**src/rtl/spi_dac_master.sv**
```systemverilog
// SPI master for a serial DAC: one MSB-first frame per start pulse, SCLK idle high,
// with SYNC framing, data changing on SCLK rise, and a guaranteed SYNC-high gap.
module spi_dac_master #(
  parameter int DATA_WIDTH = 24,
  parameter int CLK_DIV    = 2,
  parameter int CS_HIGH    = 4
) (
  input  logic                  i_clk,
  input  logic                  i_fRST,
  input  logic                  i_spi_start,
  input  logic [DATA_WIDTH-1:0] i_spi_data,
  output logic [2:0]            o_spi_state,
  output logic                  o_spi_sclk,
  output logic                  o_spi_cs_n,
  output logic                  o_spi_mosi
);

  typedef enum logic [2:0] {
    IDLE  = 3'd0,
    SETUP = 3'd1,
    SHIFT = 3'd2,
    HOLD  = 3'd3,
    DONE  = 3'd4
  } state_t;

  // One timer serves both the SCLK half-period and the SYNC-high hold.
  localparam int CNT_MAX = (CLK_DIV > CS_HIGH) ? CLK_DIV : CS_HIGH;
  localparam int CNT_W   = (CNT_MAX > 1) ? $clog2(CNT_MAX) : 1;
  localparam logic [CNT_W-1:0] DIV_LAST  = CNT_W'(CLK_DIV - 1);
  localparam logic [CNT_W-1:0] HOLD_LAST = CNT_W'(CS_HIGH - 1);
  localparam logic [4:0]       LAST_BIT  = 5'(DATA_WIDTH - 1);

  state_t                  state_reg, state_next;
  logic [CNT_W-1:0]        div_reg, div_next;
  logic [4:0]              bit_reg, bit_next;
  logic [DATA_WIDTH-1:0]   shreg_reg, shreg_next;
  logic                    sclk_reg, sclk_next;
  logic                    cs_n_reg, cs_n_next;

  always_ff @(posedge i_clk or negedge i_fRST) begin
    if (!i_fRST) begin
      state_reg <= IDLE;
      div_reg   <= '0;
      bit_reg   <= '0;
      shreg_reg <= '0;
      sclk_reg  <= 1'b1;
      cs_n_reg  <= 1'b1;
    end else begin
      state_reg <= state_next;
      div_reg   <= div_next;
      bit_reg   <= bit_next;
      shreg_reg <= shreg_next;
      sclk_reg  <= sclk_next;
      cs_n_reg  <= cs_n_next;
    end
  end

  always_comb begin
    state_next = state_reg;
    div_next   = div_reg;
    bit_next   = bit_reg;
    shreg_next = shreg_reg;
    sclk_next  = sclk_reg;
    cs_n_next  = cs_n_reg;
    case (state_reg)
      IDLE: begin
        sclk_next = 1'b1;
        cs_n_next = 1'b1;
        div_next  = '0;
        bit_next  = '0;
        if (i_spi_start) begin
          state_next = SETUP;
          shreg_next = i_spi_data;
          cs_n_next  = 1'b0;
        end
      end
      SETUP: begin
        if (div_reg == DIV_LAST) begin
          state_next = SHIFT;
          div_next   = '0;
          sclk_next  = 1'b0;
        end else begin
          div_next = div_reg + CNT_W'(1);
        end
      end
      SHIFT: begin
        if (div_reg == DIV_LAST) begin
          div_next = '0;
          // MOSI is the shift-register MSB, so shifting on the rise presents the next bit.
          if (!sclk_reg) begin
            sclk_next  = 1'b1;
            shreg_next = {shreg_reg[DATA_WIDTH-2:0], 1'b0};
          end else if (bit_reg == LAST_BIT) begin
            state_next = HOLD;
            cs_n_next  = 1'b1;
            shreg_next = '0;
          end else begin
            bit_next  = bit_reg + 5'd1;
            sclk_next = 1'b0;
          end
        end else begin
          div_next = div_reg + CNT_W'(1);
        end
      end
      HOLD: begin
        if (div_reg == HOLD_LAST) begin
          state_next = DONE;
          div_next   = '0;
        end else begin
          div_next = div_reg + CNT_W'(1);
        end
      end
      DONE: begin
        state_next = IDLE;
      end
      default: begin
        state_next = IDLE;
        div_next   = '0;
        bit_next   = '0;
        shreg_next = '0;
        sclk_next  = 1'b1;
        cs_n_next  = 1'b1;
      end
    endcase
  end

  assign o_spi_state = state_reg;
  assign o_spi_sclk  = sclk_reg;
  assign o_spi_cs_n  = cs_n_reg;
  assign o_spi_mosi  = shreg_reg[DATA_WIDTH-1];

endmodule

```
**config.mk**
```make
export PLATFORM = sky130hd
export DESIGN_NAME = spi_dac_master
export DESIGN_NICKNAME = d
export VERILOG_FILES = /design/src/rtl/spi_dac_master.sv
export SDC_FILE = /design/constraint.sdc
export NUM_CORES = 1
export LEC_CHECK = 0
export CAP_MARGIN = 20
export CORE_MARGIN = 2
export CORE_UTILIZATION = 55
export CTS_BUF_LIST = sky130_fd_sc_hd__clkbuf_4
export DETAILED_ROUTE_END_ITERATION = 10
export PLACE_DENSITY = 0.82
export SLEW_MARGIN = 20
export SYNTH_ARGS = -nofsm -noshare
export SYNTH_HDL_FRONTEND = slang
export SYNTH_SLANG_ARGS = --single-unit
```
**constraint.sdc**
```tcl
create_clock -name i_clk -period 2.7 [get_ports i_clk]
set_clock_uncertainty 0.1 [all_clocks]
set_input_delay 0.405 -clock i_clk [delete_from_list [all_inputs] [get_ports i_clk]]
set_output_delay 0.405 -clock i_clk [all_outputs]
set_load 0.05 [all_outputs]
```
==> out/results.tsv <==
stage	metric	value	unit
run_status	status	finished clean	
pwr	pwr-share-seq	0.554	
setup_path	r2r_end	shreg_reg[19]	
die	initial_utilization	0.585	
die	num_rows	21	
timing	relSlewSlack	0.331	
pwr	p_sw	207	uW
route	drc	0	
cells_and_area	area_growth	20.2	%
placed_design	gp_congestion	0.873	
global_route	track_usage	0.244	
yosys	synth_edf_count	0	
setup_path	path_cells	clkdlybuf4s50_1	
route	dr.pass1.iters	5	
setup_path	critical_path_class	reg -> out	
route	drt_iter0_drc	115	
yosys	syn_inst	210	
clock_tree	hold_buffers	0	
pwr	p_comb_frac	0.058	
timing	rsz0062_at_grt	no	
clock_tree	ctsResizeCount	0	
yosys	synth_ff_type	dfrtp_1	
yosys	syn_area	1980	um^2
pwr	swShare	0.212	
yosys	ys_types	39	
yosys	avgSynthCellArea	9.44	um^2
timing	setup_viol	0	
timing	hold_slack	0.352	ns
cells_and_area	drive_gt1_frac	0.0672	
setup_path	crit_path_end_kind	primary output	
setup_path	timing.rr.start	o_spi_state[2]	
yosys	ys_async_sr_fraction	1.00	
yosys	ys_seq_area_frac	0.456	
setup_path	reg2regPathDepth	4	
timing	fin_setup_tns	0	ns
route	drt-total-wl	4570	um
die	die_w	64.0	um
clock_tree	cts.path.max_buffers	2	
timing	worst_pin_slew	1.00	ns
clock_tree	htree_num_levels	2	
clock_tree	cts-root-buf	clkbuf_4	
clock_tree	cts_setup_buffers	0	
yosys	yosysWarnings	0	
hold_path	hold_class	in -> async	
setup_path	critPathSlowestCell	clkdlybuf4s50_1	
clock_tree	cts_tree	yes	
global_route	grt_overflow	0	
cells_and_area	largest_reg_flops	24	
placed_design	hpwl	3060	um
global_route	grt_max_degree	45	
timing	fmax	0.408	GHz
route	vias	1691	
pwr	powerDensity	409	nW/um^2
global_route	grt_pass1_vias	1649	
global_route	grt_pass1_wl	7760	um
pwr	vdd_drop_max	0.300	mV
setup_path	r2r_slack	0.40	ns
route	wl_per_cell	16.1	um
pwr	p_int	768	uW
cells_and_area	final_common_cell	dfrtp_1	
setup_path	cp.depth	1	
setup_path	worst-path-buf-inv	1	
die	dieArea	4100	um^2
cells_and_area	layout.nets	268	
clock_tree	cts.sink_count	36	
placed_design	portBuffers	32	
setup_path	critPathArrivalTime	1.94	ns
pwr	power_frac_clock	0.388	
global_route	antenna_found_initial	0	
timing	hold_viol	0	
die	core	3390	um^2
yosys	synth-seq-cells	36	
timing	min_period	2.45	ns
die	io_pins	33	
pwr	power.leakage	0.979	nW
flow_run	cap_viol_max_count	0	
route	drtAntennaViolNets	0	
setup_path	cp_max_fo	17	
clock_tree	worstSkewPairLatency	0.35	ns
clock_tree	cts_buffers	5	
cells_and_area	antenna_cells	0	
setup_path	required	2.19	ns
cells_and_area	layout_common_cells	34 x dfrtp_1, 31 x clkdlybuf4s50_1, 30 x a21oi_1	
setup_path	crit_family	buffers and inverters	
timing	post-route-period-util	0.907	
timing	maxSlewViolCount	0	
setup_path	worst_setup_path_start_kind	register	
cells_and_area	final.fill_count	249	
clock_tree	cts.clk_slew.worst_paths	0.12	ns
route	viasPerCell	5.95	
yosys	mappedNetlistNets	241	
die	die-height	64.0	um
setup_path	slowest_delay	0.92	ns
## cells by family (layout without fill, tap and decap cells)
| group | after synthesis | count (layout) | synth area share |
|---|---|---|---|
| adder cells (fa/ha/maj) | 4 | 4 | 0.0253 |
| XOR/XNOR | 1 | 1 | 0.00442 |
| AND/OR/NAND/NOR | 65 | 65 | 0.189 |
| AO/OA/AOI/OAI | 81 | 81 | 0.272 |
| flip-flops | 36 | 36 | 0.456 |
| buffers and inverters | 23 | 51 | 0.0537 |
## metal layers
layer  global-route usage  routed length [um]  vias up
met5                    0                   0        -
met4                0.103                  93        0
met3               0.0599                 208        9
met2                0.376                2310       47
met1                0.326                1960      825
li1                     -                   -      810
## power by group through the flow
stage / Clock [mW] / Sequential (mW) / Combinational (mW)
floorplan: 0 / 0.551 / 0.00759
global route: 0.416 / 0.541 / 0.0612
global placement: 0 / 0.551 / 0.0558
finish: 0.378 / 0.540 / 0.0563
detailed placement: 0 / 0.551 / 0.0570
CTS: 0.381 / 0.540 / 0.0576
## worst max path at each step
stage / startpoint / endpoint / slack (ns)
floorplan: o_spi_state[1] / bit_reg[3] / 0.48
CTS: o_spi_state[2] / o_spi_state[2] / 0.25
finish: o_spi_state[2] / o_spi_state[2] / 0.25
detailed placement: o_spi_state[2] / shreg_reg[19] / 0.44
global route: o_spi_state[2] / o_spi_state[2] / 0.13
global placement: o_spi_state[2] / shreg_reg[19] / 0.53
## synthesized netlist by cell type (2+ instances only)
library cell	instances	share of area
a21oi_1	30	0.076
ha_1	4	0.025
buf_6	2	0.011
nand2b_1	5	0.016
o22ai_1	3	0.0095
nor2_1	7	0.013
o2bb2ai_1	24	0.11
dfrtp_1	34	0.43
a31oi_1	3	0.0095
inv_1	7	0.013
nand3_1	4	0.010
dfstp_2	2	0.027
nand2_1	11	0.021
nor2b_1	26	0.082
o31ai_1	2	0.0076
o21ai_0	11	0.028
clkbuf_1	11	0.021
or3_1	3	0.0095
## layout make-up
| class | count | area [um^2] | area share |
|---|---|---|---|
| clock buffer | 5 | 37.5 | 0.0158 |
| clock inverter | 3 | 37.5 | 0.0158 |
| inverter | 7 | 26.3 | 0.0110 |
| multi-input combinational | 151 | 972 | 0.408 |
| sequential | 36 | 903 | 0.379 |
| tap | 46 | 57.6 | 0.0242 |
| timing repair buffer | 36 | 348 | 0.146 |
## stage by stage
stage | util | worst slack [ns] | instance area (um^2) | total power [mW] | instances
after floorplan | - | 0.479 | 1980 | 0.558 | 210
after global placement | 0.681 | 0.527 | 2310 | 0.606 | 276
after detailed placement | 0.681 | 0.441 | 2310 | 0.608 | 276
after CTS | 0.703 | 0.251 | 2380 | 0.979 | 284
after global routing | 0.703 | 0.131 | 2380 | 1.02 | 284
final | 0.703 | 0.251 | 2380 | 0.975 | 284
## worst reg2reg max path, stage by stage (launching register included)
cell and delay, ns:
dfrtp_1 0.58, or3b_1 0.55, or3_1 0.39, o211ai_2 0.39
a22o_1 0.23
Note: power is estimated with default switching activity, not from simulation.
